## config.mk

```make
export PLATFORM = sky130hd
export DESIGN_NAME = servant_spi_ram_ctrl
export DESIGN_NICKNAME = d
export VERILOG_FILES = /design/src/rtl/servant_spi_ram_ctrl.sv
export SDC_FILE = /design/constraint.sdc
export NUM_CORES = 1
export LEC_CHECK = 0
export BUFFER_PORTS_ARGS = -buffer_cell sky130_fd_sc_hd__buf_2
export CORE_MARGIN = 8
export CORE_UTILIZATION = 40
export DETAILED_ROUTE_END_ITERATION = 6
export SKIP_CTS_REPAIR_TIMING = 1
export SYNTH_ARGS = -nofsm -noshare
export SYNTH_HDL_FRONTEND = slang
export SYNTH_SLANG_ARGS = --single-unit
```

## constraint.sdc

```tcl
create_clock -name i_clk -period 4.1 [get_ports i_clk]
set_clock_uncertainty 0.1 [all_clocks]
set_input_delay 0.82 -clock i_clk [delete_from_list [all_inputs] [get_ports i_clk]]
set_output_delay 0.82 -clock i_clk [all_outputs]
set_load 0.02 [all_outputs]
```

## src/rtl/servant_spi_ram_ctrl.sv

```systemverilog
// SPI slave (mode 0) that bridges READ 0x03 / WRITE 0x02 transactions onto a byte-wide RAM port.
// Optional macro SERVANT_SPI_RAM_CTRL_RDSR_EN adds command 0x05, which returns the mode byte 8'h40.
//
// state  | meaning
// IDLE   | waiting for an armed cs_n falling edge
// CMD    | shifting in the 8-bit command byte
// ADDR   | shifting in the 16-bit address, keeping the low aw bits
// WDATA  | shifting in write bytes, one RAM write per complete byte
// RDATA  | shifting out RAM bytes (or the mode byte) on MISO
// IGNORE | unknown command, swallow bits until cs_n rises
module servant_spi_ram_ctrl #(
    parameter int aw = 16
) (
    input  logic          i_clk,
    input  logic          i_rst_n,
    input  logic          i_spi_cs_n,
    input  logic          i_spi_sck,
    input  logic          i_spi_mosi,
    output logic          o_spi_miso,
    output logic [aw-1:0] o_ram_addr,
    output logic [7:0]    o_ram_wdata,
    output logic          o_ram_we_n,
    output logic          o_ram_re,
    input  logic [7:0]    i_ram_rdata
);

    typedef enum logic [2:0] {
        IDLE,
        CMD,
        ADDR,
        WDATA,
        RDATA,
        IGNORE
    } state_t;

    localparam logic [7:0] CMD_WRITE = 8'h02;
    localparam logic [7:0] CMD_READ  = 8'h03;
    localparam logic [7:0] CMD_RDSR  = 8'h05;
    localparam logic [7:0] MODE_BYTE = 8'h40;

    logic [1:0]    rst_sync_q, rst_sync_d;
    logic          rst_int_n;

    logic          cs_meta_q, cs_meta_d, cs_s_q, cs_s_d, cs_prev_q, cs_prev_d;
    logic          sck_meta_q, sck_meta_d, sck_s_q, sck_s_d, sck_prev_q, sck_prev_d;
    logic          mosi_meta_q, mosi_meta_d, mosi_s_q, mosi_s_d;
    logic [1:0]    vld_q, vld_d;
    logic          armed_q, armed_d;

    state_t        state_q, state_d;
    logic [3:0]    cnt_q, cnt_d;
    logic [14:0]   sr_q, sr_d;
    logic [aw-1:0] addr_q, addr_d;
    logic [7:0]    wdata_q, wdata_d;
    logic          we_q, we_d;
    logic          ld_q, ld_d;
    logic          is_rd_q, is_rd_d;
    logic          rdsr_q, rdsr_d;
    logic [7:0]    miso_sr_q, miso_sr_d;
    logic          miso_q, miso_d;

    logic          sck_rise, sck_fall, cs_fall;
    logic [15:0]   sr_new;
    logic [3:0]    cnt_inc;

    // Reset asserts asynchronously but releases on a clock edge.
    always_comb begin
        rst_sync_d = {rst_sync_q[0], 1'b1};
    end

    always_ff @(posedge i_clk or negedge i_rst_n) begin
        if (!i_rst_n) rst_sync_q <= 2'b00;
        else          rst_sync_q <= rst_sync_d;
    end

    assign rst_int_n = rst_sync_q[1];

    always_comb begin
        cs_meta_d   = i_spi_cs_n;
        cs_s_d      = cs_meta_q;
        cs_prev_d   = cs_s_q;
        sck_meta_d  = i_spi_sck;
        sck_s_d     = sck_meta_q;
        sck_prev_d  = sck_s_q;
        mosi_meta_d = i_spi_mosi;
        mosi_s_d    = mosi_meta_q;
        vld_d       = {vld_q[0], 1'b1};
        // Only a cs_n that has been seen high after reset may start a transaction.
        armed_d     = armed_q | (vld_q[1] & cs_s_q);

        sck_rise = sck_s_q & ~sck_prev_q;
        sck_fall = ~sck_s_q & sck_prev_q;
        cs_fall  = armed_q & cs_prev_q & ~cs_s_q;
        sr_new   = {sr_q, mosi_s_q};
        cnt_inc  = cnt_q + 4'd1;

        state_d   = state_q;
        cnt_d     = cnt_q;
        sr_d      = sr_q;
        addr_d    = addr_q;
        wdata_d   = wdata_q;
        we_d      = 1'b0;
        ld_d      = 1'b0;
        is_rd_d   = is_rd_q;
        rdsr_d    = rdsr_q;
        miso_sr_d = miso_sr_q;
        miso_d    = miso_q;

        // Strobe cycles: the RAM has seen the current address, so advance it.
        if (ld_q) begin
            miso_sr_d = rdsr_q ? MODE_BYTE : i_ram_rdata;
            if (!rdsr_q) addr_d = addr_q + aw'(1);
        end
        if (we_q) addr_d = addr_q + aw'(1);

        if (state_q == IDLE) begin
            miso_d = 1'b0;
            if (cs_fall) begin
                state_d = CMD;
                cnt_d   = 4'd0;
                rdsr_d  = 1'b0;
            end
        end else if (cs_s_q) begin
            state_d = IDLE;
            cnt_d   = 4'd0;
            miso_d  = 1'b0;
        end else begin
            case (state_q)
                CMD: begin
                    if (sck_rise) begin
                        sr_d  = sr_new[14:0];
                        cnt_d = cnt_inc;
                        if (cnt_q == 4'd7) begin
                            cnt_d = 4'd0;
                            case (sr_new[7:0])
                                CMD_READ: begin
                                    state_d = ADDR;
                                    is_rd_d = 1'b1;
                                end
                                CMD_WRITE: begin
                                    state_d = ADDR;
                                    is_rd_d = 1'b0;
                                end
`ifdef SERVANT_SPI_RAM_CTRL_RDSR_EN
                                CMD_RDSR: begin
                                    state_d = RDATA;
                                    rdsr_d  = 1'b1;
                                    ld_d    = 1'b1;
                                end
`endif
                                default: state_d = IGNORE;
                            endcase
                        end
                    end
                end
                ADDR: begin
                    if (sck_rise) begin
                        sr_d  = sr_new[14:0];
                        cnt_d = cnt_inc;
                        if (cnt_q == 4'd15) begin
                            cnt_d  = 4'd0;
                            addr_d = sr_new[aw-1:0];
                            if (is_rd_q) begin
                                state_d = RDATA;
                                ld_d    = 1'b1;
                            end else begin
                                state_d = WDATA;
                            end
                        end
                    end
                end
                WDATA: begin
                    if (sck_rise) begin
                        sr_d  = sr_new[14:0];
                        cnt_d = cnt_inc;
                        if (cnt_q == 4'd7) begin
                            cnt_d   = 4'd0;
                            wdata_d = sr_new[7:0];
                            we_d    = 1'b1;
                        end
                    end
                end
                RDATA: begin
                    if (sck_fall) begin
                        miso_d    = miso_sr_q[7];
                        miso_sr_d = {miso_sr_q[6:0], 1'b0};
                    end
                    if (sck_rise) begin
                        cnt_d = cnt_inc;
                        if (cnt_q == 4'd7) begin
                            cnt_d = 4'd0;
                            ld_d  = 1'b1;
                        end
                    end
                end
                IGNORE: begin
                end
                default: state_d = IDLE;
            endcase
        end
    end

    always_ff @(posedge i_clk or negedge rst_int_n) begin
        if (!rst_int_n) begin
            cs_meta_q   <= 1'b1;
            cs_s_q      <= 1'b1;
            cs_prev_q   <= 1'b1;
            sck_meta_q  <= 1'b0;
            sck_s_q     <= 1'b0;
            sck_prev_q  <= 1'b0;
            mosi_meta_q <= 1'b0;
            mosi_s_q    <= 1'b0;
            vld_q       <= 2'b00;
            armed_q     <= 1'b0;
            state_q     <= IDLE;
            cnt_q       <= 4'd0;
            sr_q        <= '0;
            addr_q      <= '0;
            wdata_q     <= 8'h00;
            we_q        <= 1'b0;
            ld_q        <= 1'b0;
            is_rd_q     <= 1'b0;
            rdsr_q      <= 1'b0;
            miso_sr_q   <= 8'h00;
            miso_q      <= 1'b0;
        end else begin
            cs_meta_q   <= cs_meta_d;
            cs_s_q      <= cs_s_d;
            cs_prev_q   <= cs_prev_d;
            sck_meta_q  <= sck_meta_d;
            sck_s_q     <= sck_s_d;
            sck_prev_q  <= sck_prev_d;
            mosi_meta_q <= mosi_meta_d;
            mosi_s_q    <= mosi_s_d;
            vld_q       <= vld_d;
            armed_q     <= armed_d;
            state_q     <= state_d;
            cnt_q       <= cnt_d;
            sr_q        <= sr_d;
            addr_q      <= addr_d;
            wdata_q     <= wdata_d;
            we_q        <= we_d;
            ld_q        <= ld_d;
            is_rd_q     <= is_rd_d;
            rdsr_q      <= rdsr_d;
            miso_sr_q   <= miso_sr_d;
            miso_q      <= miso_d;
        end
    end

    assign o_spi_miso  = miso_q;
    assign o_ram_addr  = addr_q;
    assign o_ram_wdata = wdata_q;
    assign o_ram_we_n  = ~we_q;
    assign o_ram_re    = ld_q & ~rdsr_q;

endmodule

```

==> metrics.md, run 1 <==
| Metric | Value |
|---|---|
| Status | finished clean |
| # diodes | 0 |
| Overall Global Routing Usage | between 10% and 20% |
| H-tree levels | 3 |
| Area grow syn2layout | 13.8% |
| Dpl hpwl | ~4.4 mm |
| IO Port Bufs | 39 |
| CTS tree | built |
| Yosys top cell by area | dfrtp_1 |
| Slew HR | 45.1% |
| Maxcap violations | 0 |
| Hold Path Class | flop to async pin |
| Synth Area per Inst | 11.8 sq um |
| Ports | 40 |
| Final setup margin | 1730 ps |
| Max FO, Critical Path | 17 |
| Non-Filler Instances | between 400 and 500 |
| Least-Margin Pin Slew | 824 ps |
| Placed cell area | 3520 sq um |
| Crit-path most repeated cell | nand2_1 |
| Overflow after GRT | 0 |
| Vias per cell | 5.06 |
| Detailed Routing Iterations Pass 1 | 6 |
| Layout Nets | between 300 and 400 |
| Ranking of synthesized cells by area | dfrtp_1, mux2_4, mux2i_1, nand2_1, mux2_1 |
| Setup TNS | 0 ps |
| Area share of the largest cell type after synthesis | 52.1% |
| Asr flop ratio synth | between 90% and 100% |
| First DRT Iteration DRCs | approximately 140 |
| Crit path capture type | flop |
| WL/cell | 14.7 um |
| Chip height | around 110 um |
| Clock Latency Late Sink | between 300 and 400 ps |
| Cell Area, Synth | ~3300 sq um |
| Critical Path Max Stage Delay | ~630 ps |
| First-pass GRT wire length | ~11 mm |
| Crit path cell chain | ha_1, nand2_1, or3_4, nor4_4, buf_4, nand2_1, o21ai_1 |
| R2R depth | 7 |
| Core area | roughly 8000 sq um |
| Setup-failing EPs final | 0 |
| Post-route ant nets | 0 |
| Vias in the first global route | ~2,200 |
| Top_reg_cell synth | dfrtp_1 |
| RR Endpoint | o_ram_addr[12]$_DFF_PN0_ |
| Dpl cells | between 400 and 500 |
| Library cells used by synthesis | 60 |
| Synth warnings | 0 |
| P_leak | about 1.7 nW |
| Clock transition at the registers of the reported paths | ~80 ps |
| CTS sink cnt | around 70 |
| Starting Density | 40.6% |
| Design Area, Final | 3720 sq um |
| Initial antenna violation count | 0 |
| Crit path depth | 7 |
| Worst Path Required | approximately 4300 ps |
| Final Cycle Share | ~58% |
| CTS Root Cell | clkbuf_8 |
| CP delay by family, top | simple AND/OR/NAND/NOR gates |
| Total Wirelength | approximately 6.3 mm |
| Fin. max-slew vios | 0 |
| Share of cells above drive strength 1 | a little over a quarter |
| Bufs and invs on worst path | 1 |
| Total CTS buffers | 9 |
| Die Wd | 106 um |
| Largest net degree at the start of global routing | 51 |
| Sequential share of the synthesized area | between 50% and 60% |
| R2r setup slk | ~1700 ps |
| DIE AREA | between 10,000 and 15,000 sq um |
| Total power | approximately 1.7 mW |
| RSZ-0062 raised after global routing | no |
| Worst setup SP type | flop |
| CTS max path bufs | 2 |
| Synthesis-stage register bit count | just over 70 |
| EDFF count, synth | 0 |
| Fmax | 0.421 GHz |
| Routability congestion estimate | 0.775 |
| Post-Synthesis Cells | about 280 |
| Crit path kind | flop to flop |
| Worst R2R Start | cnt_q[0]$_DFFE_PN0P_ |
| Cell with the largest stage delay on the worst path | nor4_4 |
| Via count | ~2,200 |
| Cell Rows | 33 |
| Peak supply drop | about 0.00019 V |
| Fin crit period | 2370 ps |
| Pre-CTS WS | approximately 1700 ps |
| PD cells | ~460 nW/um^2 |
| Count of final hold-check violations | 0 |
| Drt drc | 0 |
| CP arrival | between 2000 and 3000 ps |
## worst max-delay path by stage
stage,start,endpoint,slack (ps)
6_report,cnt_q[0]$_DFFE_PN0P_,o_ram_addr[12]$_DFF_PN0_,1730
4_1_cts,cnt_q[0]$_DFFE_PN0P_,o_ram_addr[0]$_DFF_PN0_,1740
5_1_grt,cnt_q[0]$_DFFE_PN0P_,o_ram_addr[14]$_DFF_PN0_,1590
2_1_floorplan,rst_sync_q[1]$_DFF_PN0_,armed_q$_DFF_PN0_,1880
3_3_place_gp,cnt_q[0]$_DFFE_PN0P_,o_ram_addr[1]$_DFF_PN0_,1780
3_5_place_dp,cnt_q[0]$_DFFE_PN0P_,o_ram_addr[0]$_DFF_PN0_,1740
## cell type report
type | instances | area (sq um)
clock buffer | 9 | 124
clock inverter | 7 | 72.6
fill | 775 | 4330
inverter | 6 | 22.5
multi-input combinational | 187 | 1380
sequential | 71 | 1780
tap | 105 | 131
timing repair buffer | 41 | 210
## report_power, final
part	internal, mW	leakage, nW	switching, mW
Sequential	0.761	0.915	0.104
Combinational	0.144	0.736	0.149
Clock	0.282	0.0956	0.268
## state kept, by name, indices dropped and copies added, names as in the netlist, 2 cells and up
signal	cells
o_ram_wdata	8
sr_q	15
cnt_q	4
rst_sync_q	2
miso_sr_q	8
state_q	3
o_ram_addr	16
vld_q	2
## placed cells by master (no fill, tap or decap), drive strengths merged, types with 3 or more instances in the layout
master,instances
a21oi,11
a22oi,3
and3,5
buf,41
clkbuf,9
clkinv,3
dfrtp,68
dfstp,3
inv,7
mux2,25
mux2i,11
nand2,27
nand2b,4
nand3,3
nand4,3
nor2,16
nor3,3
nor3b,3
nor4,3
o21ai,24
xnor2,9
xor2,6
## metrics by stage
step	hold WS (ps)	util, %
after floorplan	231	-
after global placement	119	43.7
after detailed placement	124	43.7
after CTS	133	46.2
after global routing	136	46.2
final	113	46.2
## cell families (layout without fill, tap and decap cells)
kind of cell	after synthesis	in the layout	share of synthesized area, %
AOI/OAI and AO/OA	50	50	9.73
xor gates and xnor gates	15	15	4.02
adders and majority gates	3	3	1.11
and+or+nand+nor	81	81	13.9
buffers and inverters	19	63	3.52
DFF	71	71	54.5
other	1	2	0.115
muxes	36	36	13.1
## synth_stat cells, types with 2 or more instances
library cell	instances
nor4b_1	2
and4_1	2
nor3b_1	2
o21ai_1	16
buf_2	7
buf_6	2
ha_1	2
dfstp_2	3
nor4_1	2
mux2_2	7
nand3_1	3
xor2_1	6
and3_1	5
nor2_1	15
dfrtp_1	68
inv_1	6
nor2b_1	2
mux2_1	8
mux2i_1	11
xnor2_1	9
a21oi_1	11
nand2b_1	3
nand2_1	27
o21ai_0	8
nor3_1	2
nand4_1	3
a22oi_2	2
mux2_4	10
## layer usage
layer  up-vias  share of wire (%)  global-route usage [%]
li1       1058                  -                       -
met1      1053                 49                    15.6
met2        37                 44                    16.9
met3         8                4.9                    3.02
met4         0                1.3                    5.23
met5         -                  0                       0
(Power assumes the default switching activity.)
==> inputs of run 2 (changes only) <==
--- a/config.mk
+++ b/config.mk
@@ -5,6 +5,7 @@
 export SDC_FILE = /design/constraint.sdc
 export NUM_CORES = 1
 export LEC_CHECK = 0
+export ABC_AREA = 1
 export BUFFER_PORTS_ARGS = -buffer_cell sky130_fd_sc_hd__buf_2
 export CORE_MARGIN = 8
 export CORE_UTILIZATION = 40
==> constraint.sdc (replaced) <==
create_clock -name i_clk -period 2.2 [get_ports i_clk]
set_clock_uncertainty 0.1 [all_clocks]
set_input_delay 0.44 -clock i_clk [delete_from_list [all_inputs] [get_ports i_clk]]
set_output_delay 0.44 -clock i_clk [all_outputs]
set_load 0.02 [all_outputs]
==> run 2 against run 1 <==
  * Clock power grew 84%
  * Global-route usage is 1.8 points higher
  * Sequential share of layout area fell by 1.8 points
  * Largest cell class unchanged
  * Final cell count rose by 33%
  * Fmax grew 28%
  * Sequential power up 86%
  * Non-clock buffer count up 6
  * Worst setup slack got worse by 1400 ps
  * First-iteration DRC count rose by 8.1%
  * Critical endpoint is now o_ram_addr[5]$_DFF_PN0_
  * Routed wire length increased by 13%
==> metrics.md, run 2 <==
| Metric | Value |
|---|---|
| CTS tree | built |
| Synth Area per Inst | about 8.2 sq um |
| H-tree levels | 3 |
| RR Endpoint | o_ram_addr[5]$_DFF_PN0_ |
| Ranking of synthesized cells by area | dfrtp_1, nand2_1, nor2_1, o21ai_1, inv_1 |
| Critical Path Max Stage Delay | around 390 ps |
| Count of final hold-check violations | 0 |
| Vias in the first global route | 2,681 |
| Ports | 40 |
| Vias per cell | between 4 and 5 |
| Post-Synthesis Cells | slightly above 400 |
| Die Wd | between 100 and 150 um |
| CP arrival | 1980 ps |
| Routability congestion estimate | between 0.8 and 0.9 |
| WL/cell | ~12 um |
| First-pass GRT wire length | about 12 mm |
| Synth warnings | 0 |
| Area share of the largest cell type after synthesis | about half |
| Area grow syn2layout | 15.7% |
| Total Wirelength | around 7 mm |
| Setup-failing EPs final | 0 |
| Final Cycle Share | 84.4% |
| RSZ-0062 raised after global routing | no |
| Chip height | 107 um |
| Crit path cell chain | ha_1, nand2_1, inv_1, nand2_2, nor2_1, nand2_1, o21ai_1, inv_1, o21ai_0, o21ai_1 |
| Drt drc | 0 |
| Setup TNS | 0 ps |
| Bufs and invs on worst path | 2 |
| CTS max path bufs | 2 |
| Top_reg_cell synth | dfrtp_1 |
| P_leak | around 2 nW |
| Filler cells | 798 |
| Crit path kind | flop to flop |
| CTS Root Cell | clkbuf_8 |
| Commonest cells post-synth | nand2_1, dfrtp_1, nor2_1 |
| Status | finished clean |
| Via count | around 2,700 |
| Worst setup SP type | flop |
| Clock transition at the registers of the reported paths | ~70 ps |
| Cell Area, Synth | 3340 sq um |
| Total CTS buffers | 9 |
| Detailed Routing Iterations Pass 1 | 4 |
| Crit path capture type | flop |
| # diodes | 0 |
| EDFF count, synth | 0 |
| Maxcap violations | 0 |
| Starting Density | between 40% and 50% |
| Overflow after GRT | 0 |
| Fin. max-slew vios | 0 |
| Dpl hpwl | 5.30 mm |
| PD cells | 877 nW/um^2 |
| CP delay by family, top | simple AND/OR/NAND/NOR gates |
| Clock Latency Late Sink | roughly 350 ps |
| CTS sink cnt | 71 |
| Library cells used by synthesis | 33 |
| Max FO, Critical Path | 12 |
| Synthesis-stage register bit count | 71 |
| Cell Rows | 33 |
| Worst Path Required | 2320 ps |
| Non-Filler Instances | approximately 570 |
| Yosys top cell by area | dfrtp_1 |
| Dpl cells | approximately 550 |
| Share of cells above drive strength 1 | 19.5% |
| Worst R2R Start | cnt_q[0]$_DFFE_PN0P_ |
| Fin crit period | roughly 1900 ps |
| Post-route ant nets | 0 |
| Max reg flops | 16 |
| Layout Nets | 471 |
| Most frequent cells in the layout | nand2_1, dfrtp_1, nor2_1, inv_1, buf_2 |
| Core area | just over 8000 sq um |
| DIE AREA | 11,500 sq um |
| Largest net degree at the start of global routing | 30 |
| Sequential share of the synthesized area | between 50% and 60% |
| Initial antenna violation count | 0 |
| IO Port Bufs | 39 |
| R2R depth | 10 |
| Hold Path Class | flop to async pin |
| Peak supply drop | approximately 0.00039 V |
| Cell with the largest stage delay on the worst path | dfrtp_1 |
| Overall Global Routing Usage | a little over an eighth |
| CP Launch Point | cnt_q[0]$_DFFE_PN0P_ |
| Most common cell after layout, fill and taps aside | nand2_1 |
| Fmax | between 0.5 and 0.6 GHz |
| Cell with the most instances after synthesis | nand2_1 |
| R2r setup slk | 340 ps |
| First DRT Iteration DRCs | 147 |
| Asr flop ratio synth | between 90% and 100% |
run 2: cell types whose count changed after synthesis, sizes merged, moves of 14 or more:
cell | previous run | this run
nand3 | 3 | 23
nor2 | 16 | 52
inv | 6 | 49
o21ai | 24 | 38
nand2 | 27 | 121
mux2 | 25 | 1
run 2: how the worst max path moves through the flow:
stage	to	cells after the start
after CTS	o_ram_addr[5]$_DFF_PN0_	10
after global routing	o_ram_addr[5]$_DFF_PN0_	10
after detailed placement	o_ram_addr[8]$_DFF_PN0_	9
after global placement	o_ram_addr[9]$_DFF_PN0_	9
after floorplan	o_ram_addr[12]$_DFF_PN0_	8
final	o_ram_addr[5]$_DFF_PN0_	10
run 2: through the flow:
stage          hold WS [ps]  utilization, %  area (sq um)  setup WS (ps)  power [mW]
2_1_floorplan          44.4               -          3340            636        2.21
3_3_place_gp           61.3            45.0          3660            422        2.38
3_5_place_dp           63.1            45.0          3660            352        2.40
4_1_cts                -255            47.3          3850            322        3.42
5_1_grt                69.7            47.5          3860            123        3.61
6_report               46.0            47.5          3860            344        3.38
run 2: routing by layer:
layer,share of wire (%),vias to the layer above,track usage [%]
met5,0,-,0
met4,1.3,0,5.43
met3,6.3,9,4.61
met2,41,52,18.5
met1,51,1246,18.4
li1,-,1388,-
run 2: worst reg2reg max path, stage by stage, from the launching register on:
cell	delay, ps
dfrtp_1	390
ha_1	190
nand2_1	70
inv_1	80
nand2_2	100
nor2_1	120
nand2_1	250
o21ai_1	200
inv_1	50
o21ai_0	70
o21ai_1	90
run 2: final cells by class:
| class | instances | area [sq um] | share of cell area (%) |
|---|---|---|---|
| Sequential cell | 71 | 1780 | 46.2 |
| Multi-Input combinational cell | 278 | 1310 | 34.0 |
| Timing Repair Buffer | 47 | 258 | 6.68 |
| Inverter | 49 | 186 | 4.83 |
| Clock buffer | 12 | 145 | 3.76 |
| Tap cell | 105 | 131 | 3.40 |
| Clock inverter | 4 | 45.0 | 1.17 |
run 2: cells by family after synthesis:
kind of cell / count (synthesis) / synth area share, %
AND/OR/NAND/NOR: 207 / 26.9
multiplexers: 1 / 0.338
XOR/XNOR: 6 / 1.58
flip-flops: 71 / 53.4
buffers and inverters: 57 / 7.39
AO/OA/AOI/OAI: 60 / 9.60
other: 1 / 0.112
adder cells (fa/ha/maj): 2 / 0.750
run 2: power by group:
part	internal [mW]	switching [mW]
sequential	1.47	0.145
clock	0.549	0.458
combinational	0.245	0.517
total	2.26	1.12
